## config.mk

```make
export PLATFORM = sky130hd
export DESIGN_NAME = ecc_scalar_mult_flat
export DESIGN_NICKNAME = d
export VERILOG_FILES = /design/src/rtl/ecc_scalar_mult_if.sv /design/src/rtl/ecc_scalar_mult.sv /design/src/flat_wrapper.sv
export SDC_FILE = /design/constraint.sdc
export NUM_CORES = 1
export LEC_CHECK = 0
export ABC_AREA = 1
export CORE_MARGIN = 1.5
export CORE_UTILIZATION = 46
export DETAILED_ROUTE_END_ITERATION = 16
export PLACE_DENSITY = 0.63
export SYNTH_ARGS = -nofsm -noshare
export SYNTH_HDL_FRONTEND = slang
export SYNTH_SLANG_ARGS = --single-unit
```

## constraint.sdc

```tcl
create_clock -name clk -period 32.3 [get_ports clk]
set_clock_uncertainty 0.05 [all_clocks]
set_input_delay 6.46 -clock clk [delete_from_list [all_inputs] [get_ports clk]]
set_output_delay 6.46 -clock clk [all_outputs]
set_load 0.03 [all_outputs]
```

## src/rtl/ecc_scalar_mult_if.sv

```systemverilog
// Bundle for the scalar multiplier: the request/result handshake and the
// hook-up to the external combinational point doubler.
interface ecc_scalar_mult_if #(
  parameter int W  = 4,
  parameter int KW = 4
);
  logic          start;
  logic [KW-1:0] k;
  logic [W-1:0]  px;
  logic [W-1:0]  py;
  logic          busy;
  logic          done;
  logic [W-1:0]  rx;
  logic [W-1:0]  ry;
  logic          r_inf;
  logic [W-1:0]  dbl_x;
  logic [W-1:0]  dbl_y;
  logic [W-1:0]  dbl_rx;
  logic [W-1:0]  dbl_ry;

  // master: requester that also hosts the doubler; slave: the multiplier
  modport master (
    output start, k, px, py, dbl_rx, dbl_ry,
    input  busy, done, rx, ry, r_inf, dbl_x, dbl_y
  );

  modport slave (
    input  start, k, px, py, dbl_rx, dbl_ry,
    output busy, done, rx, ry, r_inf, dbl_x, dbl_y
  );
endinterface

```

## src/rtl/ecc_scalar_mult.sv

```systemverilog
// MSB-first double-and-add scalar multiplier R = k*P over GF(P), curve a = 1.
// Doubling is external (combinational); addition uses a Fermat inverse.
module ecc_scalar_mult #(
  parameter int P    = 11,
  parameter int W    = 4,
  parameter int KW   = 4,
  parameter int EXPW = 4
) (
  input  logic             clk,
  input  logic             rst,
  ecc_scalar_mult_if.slave bus
);

  localparam int IW = (KW > 1) ? $clog2(KW) : 1;
  localparam int JW = (EXPW > 1) ? $clog2(EXPW) : 1;
  localparam logic [EXPW-1:0] EXP = EXPW'(P - 2);

  typedef enum logic [2:0] {IDLE, DBL, ADD_CHK, INV, ADD_FIN, DONE} state_t;

  function automatic logic [W-1:0] mul_mod(input logic [W-1:0] a, input logic [W-1:0] b);
    logic [2*W-1:0] prod;
    prod = (2*W)'(a) * (2*W)'(b);
    return W'(prod % (2*W)'(P));
  endfunction

  // a + P - b keeps the intermediate non-negative before reduction
  function automatic logic [W-1:0] sub_mod(input logic [W-1:0] a, input logic [W-1:0] b);
    logic [W:0] s;
    s = (W+1)'(a) + (W+1)'(P) - (W+1)'(b);
    return W'(s % (W+1)'(P));
  endfunction

  state_t        state_reg, state_next;
  logic [KW-1:0] k_reg, k_next;
  logic [W-1:0]  px_reg, px_next, py_reg, py_next;
  logic [W-1:0]  r_x_reg, r_x_next, r_y_reg, r_y_next;
  logic          r_inf_reg, r_inf_next;
  logic [IW-1:0] idx_reg, idx_next;
  logic          dbl_add_reg, dbl_add_next;
  logic [W-1:0]  d_reg, d_next, num_reg, num_next, acc_reg, acc_next;
  logic [JW-1:0] j_reg, j_next;
  logic [W-1:0]  rx_reg, rx_next, ry_reg, ry_next;
  logic          rinf_out_reg, rinf_out_next;
  logic          busy_reg, busy_next;

  logic [EXPW-1:0] exp_rev;
  logic [W-1:0]    sq, sq_d, lam, x3, y3;
  logic            advance, last_bit;

  // exponent bits in consumption order, so INV cycle j reads exp_rev[j]
  for (genvar gi = 0; gi < EXPW; gi++) begin : g_exp
    assign exp_rev[gi] = EXP[EXPW-1-gi];
  end

  assign sq       = mul_mod(acc_reg, acc_reg);
  assign sq_d     = mul_mod(sq, d_reg);
  assign lam      = mul_mod(num_reg, acc_reg);
  assign x3       = sub_mod(sub_mod(mul_mod(lam, lam), r_x_reg), px_reg);
  assign y3       = sub_mod(mul_mod(lam, sub_mod(r_x_reg, x3)), r_y_reg);
  assign last_bit = (idx_reg == '0);

  always_comb begin
    state_next    = state_reg;
    k_next        = k_reg;
    px_next       = px_reg;
    py_next       = py_reg;
    r_x_next      = r_x_reg;
    r_y_next      = r_y_reg;
    r_inf_next    = r_inf_reg;
    idx_next      = idx_reg;
    dbl_add_next  = dbl_add_reg;
    d_next        = d_reg;
    num_next      = num_reg;
    acc_next      = acc_reg;
    j_next        = j_reg;
    rx_next       = rx_reg;
    ry_next       = ry_reg;
    rinf_out_next = rinf_out_reg;
    busy_next     = busy_reg;
    advance       = 1'b0;

    case (state_reg)
      IDLE: begin
        if (bus.start) begin
          k_next       = bus.k;
          px_next      = bus.px;
          py_next      = bus.py;
          r_x_next     = '0;
          r_y_next     = '0;
          r_inf_next   = 1'b1;
          idx_next     = IW'(KW - 1);
          dbl_add_next = 1'b0;
          busy_next    = 1'b1;
          state_next   = DBL;
        end
      end
      DBL: begin
        if (r_inf_reg || r_y_reg == '0) begin
          r_x_next   = '0;
          r_y_next   = '0;
          r_inf_next = 1'b1;
        end else begin
          r_x_next = bus.dbl_rx;
          r_y_next = bus.dbl_ry;
        end
        // the R = Pbase case borrows this state and skips the add check
        if (dbl_add_reg) begin
          dbl_add_next = 1'b0;
          advance      = 1'b1;
        end else if (k_reg[idx_reg]) begin
          state_next = ADD_CHK;
        end else begin
          advance = 1'b1;
        end
      end
      ADD_CHK: begin
        if (r_inf_reg) begin
          r_x_next   = px_reg;
          r_y_next   = py_reg;
          r_inf_next = 1'b0;
          advance    = 1'b1;
        end else if (r_x_reg == px_reg && r_y_reg != py_reg) begin
          r_x_next   = '0;
          r_y_next   = '0;
          r_inf_next = 1'b1;
          advance    = 1'b1;
        end else if (r_x_reg == px_reg) begin
          dbl_add_next = 1'b1;
          state_next   = DBL;
        end else begin
          d_next     = sub_mod(px_reg, r_x_reg);
          num_next   = sub_mod(py_reg, r_y_reg);
          acc_next   = W'(1);
          j_next     = '0;
          state_next = INV;
        end
      end
      INV: begin
        acc_next = exp_rev[j_reg] ? sq_d : sq;
        j_next   = j_reg + JW'(1);
        if (j_reg == JW'(EXPW - 1)) begin
          state_next = ADD_FIN;
        end
      end
      ADD_FIN: begin
        r_x_next = x3;
        r_y_next = y3;
        advance  = 1'b1;
      end
      DONE: begin
        busy_next  = 1'b0;
        state_next = IDLE;
      end
      default: state_next = IDLE;
    endcase

    if (advance) begin
      if (last_bit) begin
        state_next = DONE;
      end else begin
        idx_next   = idx_reg - IW'(1);
        state_next = DBL;
      end
    end

    // publish the final R as DONE is entered, so it is valid alongside done
    if (state_next == DONE) begin
      rx_next       = r_x_next;
      ry_next       = r_y_next;
      rinf_out_next = r_inf_next;
    end
  end

  always_ff @(posedge clk or posedge rst) begin
    if (rst) begin
      state_reg    <= IDLE;
      k_reg        <= '0;
      px_reg       <= '0;
      py_reg       <= '0;
      r_x_reg      <= '0;
      r_y_reg      <= '0;
      r_inf_reg    <= 1'b0;
      idx_reg      <= '0;
      dbl_add_reg  <= 1'b0;
      d_reg        <= '0;
      num_reg      <= '0;
      acc_reg      <= '0;
      j_reg        <= '0;
      rx_reg       <= '0;
      ry_reg       <= '0;
      rinf_out_reg <= 1'b0;
      busy_reg     <= 1'b0;
    end else begin
      state_reg    <= state_next;
      k_reg        <= k_next;
      px_reg       <= px_next;
      py_reg       <= py_next;
      r_x_reg      <= r_x_next;
      r_y_reg      <= r_y_next;
      r_inf_reg    <= r_inf_next;
      idx_reg      <= idx_next;
      dbl_add_reg  <= dbl_add_next;
      d_reg        <= d_next;
      num_reg      <= num_next;
      acc_reg      <= acc_next;
      j_reg        <= j_next;
      rx_reg       <= rx_next;
      ry_reg       <= ry_next;
      rinf_out_reg <= rinf_out_next;
      busy_reg     <= busy_next;
    end
  end

  assign bus.busy  = busy_reg;
  assign bus.done  = (state_reg == DONE);
  assign bus.rx    = rx_reg;
  assign bus.ry    = ry_reg;
  assign bus.r_inf = rinf_out_reg;
  assign bus.dbl_x = r_x_reg;
  assign bus.dbl_y = r_y_reg;

endmodule

```

## src/flat_wrapper.sv

```systemverilog
// flat-port wrapper written by rule: the top's interface ports become plain ports
module ecc_scalar_mult_flat 
#(
  parameter int P    = 11,
  parameter int W    = 4,
  parameter int KW   = 4,
  parameter int EXPW = 4
)
  (clk, rst, bus_start, bus_k, bus_px, bus_py, bus_dbl_rx, bus_dbl_ry, bus_busy, bus_done, bus_rx, bus_ry, bus_r_inf, bus_dbl_x, bus_dbl_y);
  ecc_scalar_mult_if #(.W(W), .KW(KW)) bus_i ();
  input  logic clk;
  input  logic rst;
  input wire logic [$bits(bus_i.start)-1:0] bus_start;
  input wire logic [$bits(bus_i.k)-1:0] bus_k;
  input wire logic [$bits(bus_i.px)-1:0] bus_px;
  input wire logic [$bits(bus_i.py)-1:0] bus_py;
  input wire logic [$bits(bus_i.dbl_rx)-1:0] bus_dbl_rx;
  input wire logic [$bits(bus_i.dbl_ry)-1:0] bus_dbl_ry;
  output wire logic [$bits(bus_i.busy)-1:0] bus_busy;
  output wire logic [$bits(bus_i.done)-1:0] bus_done;
  output wire logic [$bits(bus_i.rx)-1:0] bus_rx;
  output wire logic [$bits(bus_i.ry)-1:0] bus_ry;
  output wire logic [$bits(bus_i.r_inf)-1:0] bus_r_inf;
  output wire logic [$bits(bus_i.dbl_x)-1:0] bus_dbl_x;
  output wire logic [$bits(bus_i.dbl_y)-1:0] bus_dbl_y;
  assign bus_i.start = bus_start;
  assign bus_i.k = bus_k;
  assign bus_i.px = bus_px;
  assign bus_i.py = bus_py;
  assign bus_i.dbl_rx = bus_dbl_rx;
  assign bus_i.dbl_ry = bus_dbl_ry;
  assign bus_busy = bus_i.busy;
  assign bus_done = bus_i.done;
  assign bus_rx = bus_i.rx;
  assign bus_ry = bus_i.ry;
  assign bus_r_inf = bus_i.r_inf;
  assign bus_dbl_x = bus_i.dbl_x;
  assign bus_dbl_y = bus_i.dbl_y;
  ecc_scalar_mult #(.P(P), .W(W), .KW(KW), .EXPW(EXPW)) u_core (.clk(clk), .rst(rst), .bus(bus_i));
endmodule
```

Word-level counts from Yosys, hierarchy flattened
Index checks and enable logic that the tools add are counted.
Word-level totals
  register bits after elaboration: 51
  logic and storage cells: 132
Operators by class
  $add $sub $neg: 14
  multiply operators: 5
  div/mod/pow operators: 11
  magnitude comparators: 2
  equality and inequality tests: 14
  multiplexer cells: 53
  bitwise gates (word level): 3
  reductions and logical operators: 13
Operators by type and width (count)
  two-way mux 4 bit: 12
  remainder unit 8 x 4 -> 8 bit, second input constant: 5
  multiplier 4 x 4 -> 8 bit: 5
  one-hot mux 4 bit (4 select lines): 2
  adder 4 x 4 -> 5 bit, second input constant: 6
  remainder unit 5 x 4 -> 5 bit, second input constant: 6
  subtractor 5 x 4 -> 5 bit: 6
  two-way mux 3 bit: 8
  two-way mux 2 bit: 8
  one-hot mux 3 bit (5 select lines): 1
  two-way mux 1 bit: 14
  equality test 3 bit, second input constant: 3
  one-hot mux 1 bit (3 select lines): 3
  != test 2 bit, second input constant: 4
  one-hot mux 4 bit (2 select lines): 1
  AND reduction 4 bit: 2
  equality test 3 x 2 -> 1 bit, second input constant: 2
  < comparator 2 x 3 -> 1 bit, second input constant: 2
  AND reduction 5 bit: 1
  binary-select mux 1 bit (select 2 bit): 2
  equality test 4 bit: 1
  zero test 4 bit: 1
  != test 4 bit: 1
  one-hot mux 2 bit (2 select lines): 1
  other kinds (14): 18

Logic depth before layout (Yosys ltp)
  depth in word-level cells: 18
  gate-level depth with buffers: 194
  depth with buffers taken out: 193

Worst setup path before layout
Ideal clock, no wire load.
  kind: register to register
  start: register u_core.acc_reg[3]
  end: register u_core.ry_reg[2] (netlist: u_core.bus.ry[2])
  library setup time: 0.125 ns
  data arrival time: 23.573 ns
  data required time: 32.125 ns
  slack: 8.552 ns
  cell stages (with the launch flop): 182
  path buffers: 1
  period minus slack after synthesis: 23.748 ns
  path through: dfrtp_1 > clkbuf_1 > nand2_1 > inv_1 > fa_1 > fa_1 > inv_1 > fa_1 > xnor2_1 > nand3_2 > nand2_2 > nand2_2 > nand2_2 > nand2_4 > a21oi_4 > nand2_2 > o21ai_1 > nand2_2 > (+146 left out) > ha_1 > ha_1 > fa_1 > xor2_1 > a21oi_1 > nor2_1 > or2_2 > o21ai_0 > o21ai_0 > inv_1 > or2_2 > nand2_1 > inv_1 > nor2_1 > nand2_1 > nand3_1 > a32oi_1 > mux2_2
On the way
  longest elaborated chain between the ends: 18
Ends and longest elaborated chain
  from (decl): RTL line ecc_scalar_mult.sv:40  | logic [W-1:0] d_reg, d_next, num_reg, num_next, acc_reg, acc_next;
  from (signal assigned): RTL line ecc_scalar_mult.sv:205  | acc_reg <= acc_next;
  multiplier 4 x 4 -> 8 bit (*): RTL line ecc_scalar_mult.sv:22  | prod = (2*W)'(a) * (2*W)'(b);
  remainder unit 8 x 4 -> 8 bit (*): RTL line ecc_scalar_mult.sv:23  | return W'(prod % (2*W)'(P));
  multiplier 4 x 4 -> 8 bit: RTL line ecc_scalar_mult.sv:22
  remainder unit 8 x 4 -> 8 bit: RTL line ecc_scalar_mult.sv:23
  adder 4 x 4 -> 5 bit: RTL line ecc_scalar_mult.sv:29  | s = (W+1)'(a) + (W+1)'(P) - (W+1)'(b);
  subtractor 5 x 4 -> 5 bit: RTL line ecc_scalar_mult.sv:29
  remainder unit 5 x 4 -> 5 bit: RTL line ecc_scalar_mult.sv:30  | return W'(s % (W+1)'(P));
  adder 4 x 4 -> 5 bit: RTL line ecc_scalar_mult.sv:29
  (+3 left out)
  remainder unit 5 x 4 -> 5 bit: RTL line ecc_scalar_mult.sv:30
  multiplier 4 x 4 -> 8 bit (*): RTL line ecc_scalar_mult.sv:22
  remainder unit 8 x 4 -> 8 bit (*): RTL line ecc_scalar_mult.sv:23
  adder 4 x 4 -> 5 bit (*): RTL line ecc_scalar_mult.sv:29
  subtractor 5 x 4 -> 5 bit (*): RTL line ecc_scalar_mult.sv:29
  remainder unit 5 x 4 -> 5 bit (*): RTL line ecc_scalar_mult.sv:30
  one-hot mux 4 bit (4 select lines) (*): RTL line ecc_scalar_mult.sv:82  | case (state_reg)
  named net u_core.r_y_next[2]: RTL line ecc_scalar_mult.sv:36  | logic [W-1:0] r_x_reg, r_x_next, r_y_reg, r_y_next;
  to (signal assigned): RTL line ecc_scalar_mult.sv:208  | ry_reg <= ry_next;
  to (decl): RTL line ecc_scalar_mult.sv:42  | logic [W-1:0] rx_reg, rx_next, ry_reg, ry_next;
The timed path passes the listed nets; every way through them passes the cells marked *.
A chain may end at the register's enable or synchronous reset.

Worst setup path after layout
  start: register u_core.acc_reg[1]
  end: register u_core.ry_reg[2] (netlist: u_core.bus.ry[2])
Same word-level chain as after synthesis.

==> impl_metrics.tcl <==
set metrics [dict create \
    startpoint_type "flip-flop" \
    drtIter0Drc 330 \
    io_buffers 41 \
    clk_pin_slew_ns 0.08 \
    ant_nets 0 \
    crit_top_cell "nand2_1" \
    min_period_ns 26.22 \
    nFillCells 1838 \
    grt_max_degree 52 \
    dieWidth_um 139 \
    slew_viol_final 0 \
    cts-root-buf "clkbuf_16" \
    grt.total_usage_pct 18.3 \
    htreeDepth 2 \
    ys_types 48 \
    synth_seq_cells 51 \
    syn-cell-area_um2 8450 \
    grt_pass1_wl_mm 30.7 \
    endpoint_kind "flip-flop" \
    critPathSlowestCell "fa_1" \
    gp_congestion 0.825 \
    criticalPathCategory "reg2reg" \
    syn-num-nets 1434 \
    timing.hold.ws_ns 0.457 \
    worst_slew_pin_slew_ns 0.912 \
    path_max_fanout 10 \
    fmax_mhz 38.1 \
    setup_violations 0 \
    grt_overflow_total 0 \
    maxCapViolCount 0 \
    cp_data_required_time_ns 32.49 \
    cts_hold_buf 0 \
    pin_count 42 \
    dr.pass1.iters 5 \
    wire_per_inst_um 11.1 \
    worstHoldPathType "reg2reg" \
    vias 7693 \
    antenna_found_initial 0 \
    crit_family "simple AND/OR/NAND/NOR gates" \
    die_y_um 139 \
    synth_top_area_cell "ha_1" \
    finalCritPeriodShare_pct 81.2 \
    slew_headroom_pct 39.0 \
    cp_num_buf_inv 29 \
    first_global_vias 7163 \
    cp.arrival_ns 26.41 \
    start_util_pct 47.1 \
    rows 49 \
    wl_mm 17.2 \
    drc 0 \
    synthTopCellsByArea "ha_1 16%, dfrtp_1 15%, nand2_1 13%" \
    drive_gt1_share_pct 8.46 \
    dieArea_um2 19200 \
    placed_cells 1545 \
    avgSynthCellArea_um2 6.59 \
    yosysWarnings 0 \
    coreArea_um2 18000 \
    antenna_cells 0 \
    via_per_inst 4.95 \
    synth-seq-area-share_pct 15.1 \
    synth_top_area_share_pct 16.4 \
    finalSetupTns_ns 0 \
    final_nets 1475 \
    clockBufferDepth 2 \
    finalNonFillerCells 1553 \
    synthFlopType "dfrtp_1" \
    rsz0062_at_grt "no" \
    finalHoldViolCount 0 \
    post_cts_buffers 0 \
    status "complete, no violations" \
    syn_inst 1282 \
    cts_tree "done" \
    cpPeakStageDelay_ns 0.58 \
    synthArstFlopShare_pct 100 \
    synth_edf_count 0 \
    cts_sinks 51 \
    synthToLayoutAreaGrowth_pct 9.74 \
    cts_buffers 5 \
    clkLatencyLatePin_ns 0.29 \
    final_util_pct 51.6 \
    hpwl_mm 14.4 \
    cts_resized 0 \
]
-- cells in the mapped netlist, types with 5 or more instances --
master and n:
nor3_1 6, ha_1 111, nand2_2 31, nand3_2 14, or2_2 11, inv_1 252
a31oi_1 8, dfrtp_1 51, mux2_2 10, o21ai_0 61, nor2_1 103, o21ai_1 9
a21oi_1 71, nand4_1 9, xnor2_1 27, nand2_1 286, a22oi_1 5, nand2_4 9
xor2_1 43, o21bai_1 5, clkbuf_1 6, fa_1 18, inv_2 15, nand3_1 69
a32oi_1 5
-- metal layers --
metal / part of all wire (%) / global-route usage, % / routed length (um) / vias up
li1: - / - / - / 4172
met1: 52 / 25.7 / 9020 / 3420
met2: 44 / 31.3 / 7620 / 90
met3: 2.7 / 1.76 / 456 / 11
met4: 0.55 / 2.22 / 95 / 0
met5: 0 / 0 / 0 / -
-- cell type report --
cell class                 count  area, um2  share of cell area [%]
inverter                     269       1010                    10.9
timing repair buffer          42        418                    4.51
sequential                    51       1280                    13.8
multi-input combinational    954       6130                    66.1
clock inverter                 3       31.3                   0.337
tap                          229        287                    3.09
clock buffer                   5        125                    1.35
-- path summary, 6_finish.rpt --
path | startpoint | endpoint | slack (ns) | cells past startpoint
setup / recovery | u_core.acc_reg[1] | u_core.bus.ry[2] | 6.08 | 175
hold / removal | u_core.k_reg[0] | u_core.k_reg[0] | 0.46 | 1
setup reg to reg | u_core.acc_reg[1] | u_core.bus.ry[2] | 6.08 | 175
hold reg to reg | u_core.k_reg[0] | u_core.k_reg[0] | 0.46 | 1
max in group asynchronous | rst | u_core.d_reg[2] | 25.16 | 3
min in group asynchronous | rst | u_core.dbl_add_reg | 6.61 | 3
-- cells in the final DEF (no fill, tap or decap), types with 3 or more instances in the layout --
cell type / n
a211oi_1: 4
a21o_1: 4
a21oi_1: 71
a22oi_1: 5
a31oi_1: 8
a32oi_1: 5
clkbuf_16: 5
clkdlybuf4s50_1: 41
dfrtp_1: 51
fa_1: 18
ha_1: 111
inv_1: 251
inv_2: 16
mux2_2: 10
mux2i_1: 3
nand2_1: 286
nand2_2: 31
nand2_4: 9
nand3_1: 69
nand3_2: 14
nand4_1: 9
nor2_1: 103
nor3_1: 6
o2111ai_1: 3
o211ai_1: 4
o21ai_0: 61
o21ai_1: 9
o21bai_1: 5
o22ai_1: 3
or2_2: 11
xnor2_1: 27
xor2_1: 43
-- logic make-up after synthesis --
family | after synthesis | share of synthesized area [%]
adders and majority gates | 129 | 20.7
buffers and inverters | 277 | 12.4
and+or+nand+nor | 547 | 29.3
muxes | 13 | 1.69
DFF | 51 | 15.1
AOI/OAI and AO/OA | 194 | 13.3
xor gates and xnor gates | 71 | 7.45
-- stage by stage --
| step | worst slack (ns) | instance area (um2) |
|---|---|---|
| 4_1_cts | 5.98 | 9280 |
| 3_3_place_gp | 6.53 | 9120 |
| 2_1_floorplan | 8.55 | 8450 |
| 5_1_grt | 3.06 | 9280 |
| 3_5_place_dp | 6.06 | 9120 |
| 6_report | 6.08 | 9280 |
-- worst reg2reg max path: cells and delay by family (launching register included) --
kind	cells	cell delay (ns)
flops	1	0.50
buf+inv	29	2.02
fa+ha+maj	26	7.78
mux	2	0.52
compound gates	30	5.12
xor+xnor	11	2.20
simple gates	77	7.92
Power is left out: the tool's default activity adds up to more than one toggle a clock period on the data nets, which glitch-free logic cannot reach.
